===== src/rtl/dmem_pkg.sv =====
// Shared definitions for the data-memory arbiter: FSM encoding, the default
// keyboard I/O window and a small decode helper.
package dmem_pkg;

    typedef enum logic [1:0] {
        IDLE   = 2'd0,
        ACCESS = 2'd1,
        DONE   = 2'd2
    } state_t;

    // Value of addr[15:12] that selects the read-only keyboard window.
    localparam logic [3:0] IO_REGION_DEFAULT = 4'h1;

    // Read data returned to a master whose access was a write.
    localparam logic [31:0] RDATA_FOR_WRITE = 32'h0000_0000;

    // True when a write targets the read-only I/O window and must be dropped.
    function automatic logic is_io_write(
        input logic        we,
        input logic [31:0] addr,
        input logic [3:0]  region
    );
        return we && (addr[15:12] == region);
    endfunction

endpackage


===== src/rtl/rr_pick2.sv =====
// Two-requester grant selection: round-robin against the last granted index
// when rr_en is set, otherwise fixed priority with requester 0 highest.
module rr_pick2 (
    input  logic [1:0] req,
    input  logic       last,
    input  logic       rr_en,
    output logic       gnt_idx,
    output logic       gnt_valid
);

    // Pick the winner among the active requests.
    always_comb begin
        gnt_idx   = 1'b0;
        gnt_valid = 1'b0;
        case (req)
            2'b00: begin
                gnt_idx   = 1'b0;
                gnt_valid = 1'b0;
            end
            2'b01: begin
                gnt_idx   = 1'b0;
                gnt_valid = 1'b1;
            end
            2'b10: begin
                gnt_idx   = 1'b1;
                gnt_valid = 1'b1;
            end
            2'b11: begin
                gnt_valid = 1'b1;
                if (rr_en) begin
                    gnt_idx = ~last;
                end else begin
                    gnt_idx = 1'b0;
                end
            end
            default: begin
                gnt_idx   = 1'b0;
                gnt_valid = 1'b0;
            end
        endcase
    end

endmodule


===== src/rtl/dmem_arbiter.sv =====
// Data-memory arbiter: two masters (CPU on m0, DMA/display on m1) share one
// single-port data RAM. Each access runs IDLE -> ACCESS -> DONE, so a grant
// sampled in cycle N is acknowledged in cycle N+2. Writes into the keyboard
// I/O window are dropped but still acknowledged.
module dmem_arbiter
    import dmem_pkg::*;
#(
    parameter logic [3:0] IO_REGION = IO_REGION_DEFAULT,
    parameter bit         RR_EN     = 1'b1
) (
    input  logic        clk,
    input  logic        rst_n,
    input  logic        m0_req,
    input  logic        m0_we,
    input  logic [31:0] m0_addr,
    input  logic [31:0] m0_wdata,
    output logic        m0_ack,
    output logic [31:0] m0_rdata,
    input  logic        m1_req,
    input  logic        m1_we,
    input  logic [31:0] m1_addr,
    input  logic [31:0] m1_wdata,
    output logic        m1_ack,
    output logic [31:0] m1_rdata,
    output logic        ram_cs,
    output logic        ram_r,
    output logic        ram_we,
    output logic [31:0] ram_addr,
    output logic [31:0] ram_wdata,
    input  logic [31:0] ram_rdata
);

    state_t      state_r;
    logic        gnt_idx_r;
    logic        we_r;
    logic        last_r;

    logic [1:0]  req_vec_s;
    logic        pick_idx_s;
    logic        pick_valid_s;
    logic        sel_we_s;
    logic [31:0] sel_addr_s;
    logic [31:0] sel_wdata_s;

    assign req_vec_s = {m1_req, m0_req};

    rr_pick2 u_pick (
        .req       (req_vec_s),
        .last      (last_r),
        .rr_en     (RR_EN),
        .gnt_idx   (pick_idx_s),
        .gnt_valid (pick_valid_s)
    );

    // Route the winning master's request fields toward the latch.
    always_comb begin
        sel_we_s    = 1'b0;
        sel_addr_s  = 32'h0000_0000;
        sel_wdata_s = 32'h0000_0000;
        if (pick_idx_s) begin
            sel_we_s    = m1_we;
            sel_addr_s  = m1_addr;
            sel_wdata_s = m1_wdata;
        end else begin
            sel_we_s    = m0_we;
            sel_addr_s  = m0_addr;
            sel_wdata_s = m0_wdata;
        end
    end

    // Access sequencer. ram_addr/ram_wdata double as the latched request
    // fields, so they naturally hold between accesses; ram_rdata is captured
    // straight into the granted master's rdata register at the end of ACCESS.
    always_ff @(posedge clk) begin
        if (!rst_n) begin
            state_r   <= IDLE;
            gnt_idx_r <= 1'b0;
            we_r      <= 1'b0;
            last_r    <= 1'b1;
            ram_cs    <= 1'b0;
            ram_r     <= 1'b0;
            ram_we    <= 1'b0;
            ram_addr  <= 32'h0000_0000;
            ram_wdata <= 32'h0000_0000;
            m0_ack    <= 1'b0;
            m1_ack    <= 1'b0;
            m0_rdata  <= 32'h0000_0000;
            m1_rdata  <= 32'h0000_0000;
        end else begin
            case (state_r)
                IDLE: begin
                    m0_ack <= 1'b0;
                    m1_ack <= 1'b0;
                    if (pick_valid_s) begin
                        gnt_idx_r <= pick_idx_s;
                        last_r    <= pick_idx_s;
                        we_r      <= sel_we_s;
                        ram_addr  <= sel_addr_s;
                        ram_wdata <= sel_wdata_s;
                        ram_cs    <= 1'b1;
                        ram_r     <= ~sel_we_s;
                        ram_we    <= sel_we_s & ~is_io_write(sel_we_s, sel_addr_s, IO_REGION);
                        state_r   <= ACCESS;
                    end else begin
                        ram_cs  <= 1'b0;
                        ram_r   <= 1'b0;
                        ram_we  <= 1'b0;
                        state_r <= IDLE;
                    end
                end
                ACCESS: begin
                    ram_cs <= 1'b0;
                    ram_r  <= 1'b0;
                    ram_we <= 1'b0;
                    if (gnt_idx_r) begin
                        m1_ack   <= 1'b1;
                        m1_rdata <= we_r ? RDATA_FOR_WRITE : ram_rdata;
                    end else begin
                        m0_ack   <= 1'b1;
                        m0_rdata <= we_r ? RDATA_FOR_WRITE : ram_rdata;
                    end
                    state_r <= DONE;
                end
                DONE: begin
                    m0_ack  <= 1'b0;
                    m1_ack  <= 1'b0;
                    state_r <= IDLE;
                end
                default: begin
                    ram_cs  <= 1'b0;
                    ram_r   <= 1'b0;
                    ram_we  <= 1'b0;
                    m0_ack  <= 1'b0;
                    m1_ack  <= 1'b0;
                    state_r <= IDLE;
                end
            endcase
        end
    end

endmodule


===== config.mk =====
export PLATFORM = sky130hd
export DESIGN_NAME = dmem_arbiter
export DESIGN_NICKNAME = d
export VERILOG_FILES = /design/src/rtl/dmem_pkg.sv /design/src/rtl/rr_pick2.sv /design/src/rtl/dmem_arbiter.sv
export SDC_FILE = /design/constraint.sdc
export NUM_CORES = 1
export LEC_CHECK = 0
export CAP_MARGIN = 20
export CORE_MARGIN = 4
export CORE_UTILIZATION = 40
export DETAILED_ROUTE_END_ITERATION = 8
export PLACE_DENSITY_LB_ADDON = 0.2
export RECOVER_POWER = 100
export SYNTH_ARGS = -nofsm -noshare
export SYNTH_HDL_FRONTEND = slang
export SYNTH_SLANG_ARGS = --single-unit

===== constraint.sdc =====
create_clock -name clk -period 1.6 [get_ports clk]
set_input_delay 0.32 -clock clk [delete_from_list [all_inputs] [get_ports clk]]
set_output_delay 0.32 -clock clk [all_outputs]
set_load 0.03 [all_outputs]

* Word level (Yosys, flattened, before mapping)
Index checks and enable logic that the tools add are counted.
** Word-level totals
- Flip-flop bits (word level) :: 138
- Input port bits :: 166
- Output and inout bits :: 133
- Word-level logic and storage cells :: 47
** Operators by class
- Equality and inequality tests :: 6
- Multiplexer cells :: 14
- Bitwise logic cells :: 5
- Reductions and logical operators :: 9
** Operator list (number)
- $mux W32 :: 3
- $pmux W1 S2 :: 4
- $reduce_and A2 Y1 :: 4
- $eq A2 B2 Y1 const B :: 3
- $mux W1 :: 5
- $eq A2 B1 Y1 const B :: 2
- $eq A4 B1 Y1 const B :: 1
- $logic_not A2 Y1 :: 2
- $not A1 Y1 :: 4
- $pmux W2 S2 :: 1
- $pmux W1 S3 :: 1
- $reduce_or A3 Y1 :: 1
- $reduce_or A2 Y1 :: 1
- $and A1 B1 Y1 :: 1
- $logic_and A1 B1 Y1 :: 1

* Logic depth before layout (Yosys ltp)
Gate-level depths: netlist of the first run.
- Depth in word-level cells :: 10
- Depth in mapped cells :: 6
- Gate-level depth less buffers :: 3

* Cells and area by module
A second synthesis of the first run with hierarchy kept.
** Unflattened totals
- Cells, all modules :: 647
- Area, all modules :: 5994.5 sq um
** Modules (own cells, without submodules)
- dmem_arbiter :: instances 1, cells an instance 644, area each 5974.5 sq um, sequential area each 2762.6 sq um
- rr_pick2 :: instances 1, cells an instance 3, area each 20.0 sq um, sequential area each 0.0 sq um

* Least setup slack after synthesis of the first run
No wires, ideal clock.
- Path kind :: input to register
- Start point :: in m0_req
- End point :: reg ram_addr[0]
- Setup time :: 146 ps
- Arrival time :: 1187 ps
- Data required time :: 1454 ps
- Slack :: 267 ps
- Cell stages on the path :: 6
- Path buffers :: 3
- Cell sequence :: or2_1 > buf_2 > buf_2 > buf_2 > a21oi_1 > a211oi_2
** On the way
- Cells in the longest elaborated chain, start to end :: 4
- Elaborated cells between the ends (all ways) :: 10
- Those cells by class :: eq/ne (3); mux (3); reduce/logical (4)
** Ends and longest elaborated chain
- start: declaration :: line dmem_arbiter.sv:13 : input logic m0_req,
- $eq A2 B1 Y1, or another cell as far along :: line rr_pick2.sv:15 : case (req)
- $reduce_or A3 Y1 (no line) / $reduce_or A2 Y1 (equally long branches)
- $pmux W1 S2 / $pmux W1 S3 (equally long branches) :: line rr_pick2.sv:15
- $reduce_and A2 Y1 (no line) / $mux W32 (equally long branches)
- end signal: assignment :: line dmem_arbiter.sv:98 : ram_addr <= sel_addr_s;
- end: declaration :: line dmem_arbiter.sv:28 : output logic [31:0] ram_addr,
Parallel ways exist; a longest one is shown, timed or not.
A chain may end at the register's enable or synchronous reset.

* Final worst setup path of the first run
- Start point :: in m1_req
- End point :: reg ram_addr[22]
** On the way
- Cells in the longest elaborated chain, start to end :: 4
- Elaborated cells between the ends (all ways) :: 10
- Those cells by class :: eq/ne (3); mux (3); reduce/logical (4)
** Ends and longest elaborated chain
- start: declaration :: line dmem_arbiter.sv:19 : input logic m1_req,
- $eq A2 B1 Y1, or another cell as far along :: line rr_pick2.sv:15
- $reduce_or A3 Y1 (no line) / $reduce_or A2 Y1 (equally long branches)
- $pmux W1 S2 / $pmux W1 S3 (equally long branches) :: line rr_pick2.sv:15
- $reduce_and A2 Y1 (no line) / $mux W32 (equally long branches)
Parallel ways exist; a longest one is shown, timed or not.

==> flow_summary_export.csv, run 1 <==
group,metric,value,unit
clock_network,cts-buffers-inserted,17,
worst_setup_path,worstPathRequired,1.88,ns
timing,fmax,0.655,GHz
worst_setup_path,cp-end-kind,"flip-flop",
yosys,ys_types,33,
cells_and_area,layoutNonFillerInstCount,1131,
yosys,ys.flop_type,"dfxtp_1",
routing,dr_total_vias,5897,
worst_setup_path,crit_start,"m1_req",
routing,route.detailed.drc,0,
power,power_switching,3.02,mW
yosys,synth_top_cell_by_area,"dfxtp_1",
clock_network,clockBufferDepth,2,
routing,drt_iter0_drc,252,
yosys,async_flop_share,0,
global_route,grt_pass1_wl,29700,um
yosys,synth_compound_area_frac,0.240,
yosys,yosys_register_bits,138,
cells_and_area,fillers,1242,
global_route,grt_pass1_vias,5940,
cells_and_area,area_delta_synth_final,59.9,%
yosys,synthAdderAreaFrac,0,
worst_hold_path,hold_start,"m1_rdata[22]",
global_route,grt_overflow,0,
routing,post_drt_wl_per_cell,17.4,um
clock_network,cts_max_level,4,
floorplanning,die_w,131,um
yosys,syn_area,6040,um2
timing,hold_viol,0,
yosys,ys_seq_area_frac,0.457,
floorplanning,dieArea,17100,um2
yosys,synth.area.top_cells,"dfxtp_1 (46%), mux2i_1 (11%), a21oi_1 (11%), a211oi_2 (10%), nand2_1 (8.0%)",
cells_and_area,diodes,0,
worst_hold_path,hold_class,"flip-flop to flip-flop",
floorplanning,core-area,14600,um2
yosys,yosysTopAreaCellShare,0.457,
timing,rsz0062_at_grt,"no",
yosys,synth_nets,815,
timing,tightest_slew,0.402,ns
global_route,top_usage_layer,"met2",
timing,setup_viol,0,
routing,firstDrtPassIters,5,
timing,finalHoldWorstSlack,0.449,ns
worst_setup_path,crit_fanout,19,
worst_setup_path,arrival,1.80,ns
timing,finalCriticalPeriod,1.53,ns
flow_run,cap_viol_max_count,0,
cells_and_area,final_nets,1100,
yosys,syn_inst,649,
placed_design,gp_congestion,0.796,
worst_setup_path,crit_type,"input port to flip-flop",
power,max-vdd-ir-drop,0.000672,V
floorplanning,ios,299,
yosys,synth_top_family_by_area,"compound AO/OA/AOI/OAI gates",
outcome,status,"finished, final reports clean",
power,power,10.3,mW
global_route,grt.met3_usage,0.0740,
clock_network,clock_latency,0.41,ns
global_route,grt_max_degree,65,
floorplanning,die_y,131,um
power,p_leak,4.06,nW
global_route,track_usage,0.221,
global_route,antenna_found_initial,0,
floorplanning,start_util,0.413,
placed_design,io_buffers,298,
clock_network,cts_sinks,138,
placed_design,dp_hpwl,14400,um
worst_setup_path,start_kind,"input port",
routing,drt-total-wl,19700,um
power,clkPwrFrac,0.380,
power,intPower,7.24,mW
placed_design,dp.cells,1099,
routing,postRouteAntennaNets,0,
timing,drv_slew,0,
power,pwr-share-comb,0.244,
cells_and_area,multiInputGateArea,2900,um2
cells_and_area,drive_gt1_frac,0.116,
yosys,synthSimpleGateAreaFrac,0.133,
yosys,synthMuxAreaShare,0.111,
global_route,grtUsageMet2,0.399,
floorplanning,rows,44,
yosys,avgSynthCellArea,9.31,um2
timing,fin_skew,0.00847,ns
global_route,met1_usage,0.240,
power,power_frac_seq,0.376,
clock_network,clk_pin_slew,0.06,ns
timing,post-route-period-util,0.954,
yosys,synth_xor_area_frac,0,
yosys,yosys_warnings,0,
timing,slew_headroom,0.732,
worst_setup_path,r2r_start,"state_r[0]",
power,swShare,0.294,
cells_and_area,seqCellArea,2760,um2
clock_network,cts_root_buf,"clkbuf_16",
yosys,synth_edf_count,0,
routing,vias_per_cell,5.21,
timing,fin_tns_setup,0,ns
clock_network,tritoncts,"yes",
power,power.density,1060,nW/um2
-- per-stage QoR --
step,instance area [um2],setup WS [ns],utilization
floorplan,6040,0.267,-
finish,9670,0.0729,0.660
detailed placement,9300,-0.393,0.635
CTS,9730,0.0526,0.664
global placement,9300,-0.359,0.635
global route,9670,0.0245,0.660
-- final timing paths --
check,to,slack (ns),depth (start not counted)
hold reg to reg,m1_rdata[22],0.45,2
setup reg to reg,m0_rdata[25],0.17,4
hold / removal,m1_rdata[22],0.45,2
setup / recovery,ram_addr[22],0.07,6
-- critical path, cell delays in order --
cell	delay, ns
clkdlybuf4s50_1	0.50
a21boi_4	0.23
buf_12	0.16
buf_12	0.18
mux2i_1	0.30
a211oi_2	0.10
-- timing repair --
item                       4_1_cts  5_1_grt
buffers inserted                 0        0
hold endpoints to repair         0        0
resized for setup              132        2
hold buffers                     0        0
setup endpoints to repair      132        7
-- state kept, by name, summed over array words and instances (netlist names) --
name,count
gnt_idx_r,1
last_r,1
m0_ack,1
m0_rdata,32
m1_ack,1
m1_rdata,32
ram_addr,32
ram_cs,1
ram_r,1
ram_wdata,32
ram_we,1
state_r,2
we_r,1
-- layout make-up --
cell class	instances	share of cell area
Timing Repair Buffer	327	0.327
Multi-Input combinational cell	447	0.300
Sequential cell	138	0.286
Clock buffer	21	0.0497
Tap cell	184	0.0238
Clock inverter	11	0.0123
Inverter	3	0.00142
-- power by group through the flow --
| stage | clock (mW) | sequential (mW) | combinational [mW] |
|---|---|---|---|
| 2_1_floorplan | 0 | 4.42 | 0.994 |
| 3_3_place_gp | 0 | 3.92 | 2.67 |
| 3_5_place_dp | 0 | 3.93 | 2.72 |
| 4_1_cts | 3.97 | 3.85 | 2.56 |
| 5_1_grt | 4.12 | 3.88 | 2.67 |
| 6_report | 3.90 | 3.85 | 2.50 |
-- metal layers --
layer  vias up  part of all wire
li1       2846                 -
met1      2803              0.39
met2       215              0.51
met3        33             0.082
met4         0             0.022
met5         -                 0
-- cell families (layout without fill, tap and decap cells) --
family                 after synthesis  count (layout)
AOI/OAI and AO/OA                  203             203
buffers and inverters               64             362
DFF                                138             138
muxes                               67              67
and+or+nand+nor                    177             177
-- layout by cell type (no fill, tap or decap), types with 2 or more instances in the layout --
| cell | instances |
|---|---|
| a211oi_1 | 24 |
| a211oi_2 | 41 |
| a21oi_1 | 131 |
| and3_1 | 2 |
| buf_12 | 10 |
| buf_4 | 11 |
| buf_6 | 3 |
| bufinv_16 | 2 |
| clkbuf_16 | 17 |
| clkbuf_2 | 2 |
| clkbuf_4 | 3 |
| clkbuf_8 | 4 |
| clkdlybuf4s50_1 | 164 |
| clkinv_2 | 4 |
| clkinvlp_4 | 4 |
| dfxtp_1 | 138 |
| dlygate4sd2_1 | 132 |
| inv_1 | 2 |
| mux2i_1 | 65 |
| nand2_1 | 129 |
| nand3b_1 | 2 |
| nor2_1 | 3 |
| nor2b_1 | 32 |
| nor4b_1 | 2 |
-- Yosys cell counts, drive strengths merged, types with 3 or more instances --
library cell	number
a211oi	65
a21oi	131
buf	35
clkbuf	26
dfxtp	138
inv	3
mux2i	66
nand2	129
nor2	4
nor2b	32
Power figures use the tool's default switching activity.
==> run 2, diff against run 1 <==
Settings changed: HOLD_SLACK_MARGIN from default to 0.15.
==> results of run 2 <==
No change in the layout: final DEF, timing and power equal those of run 1.
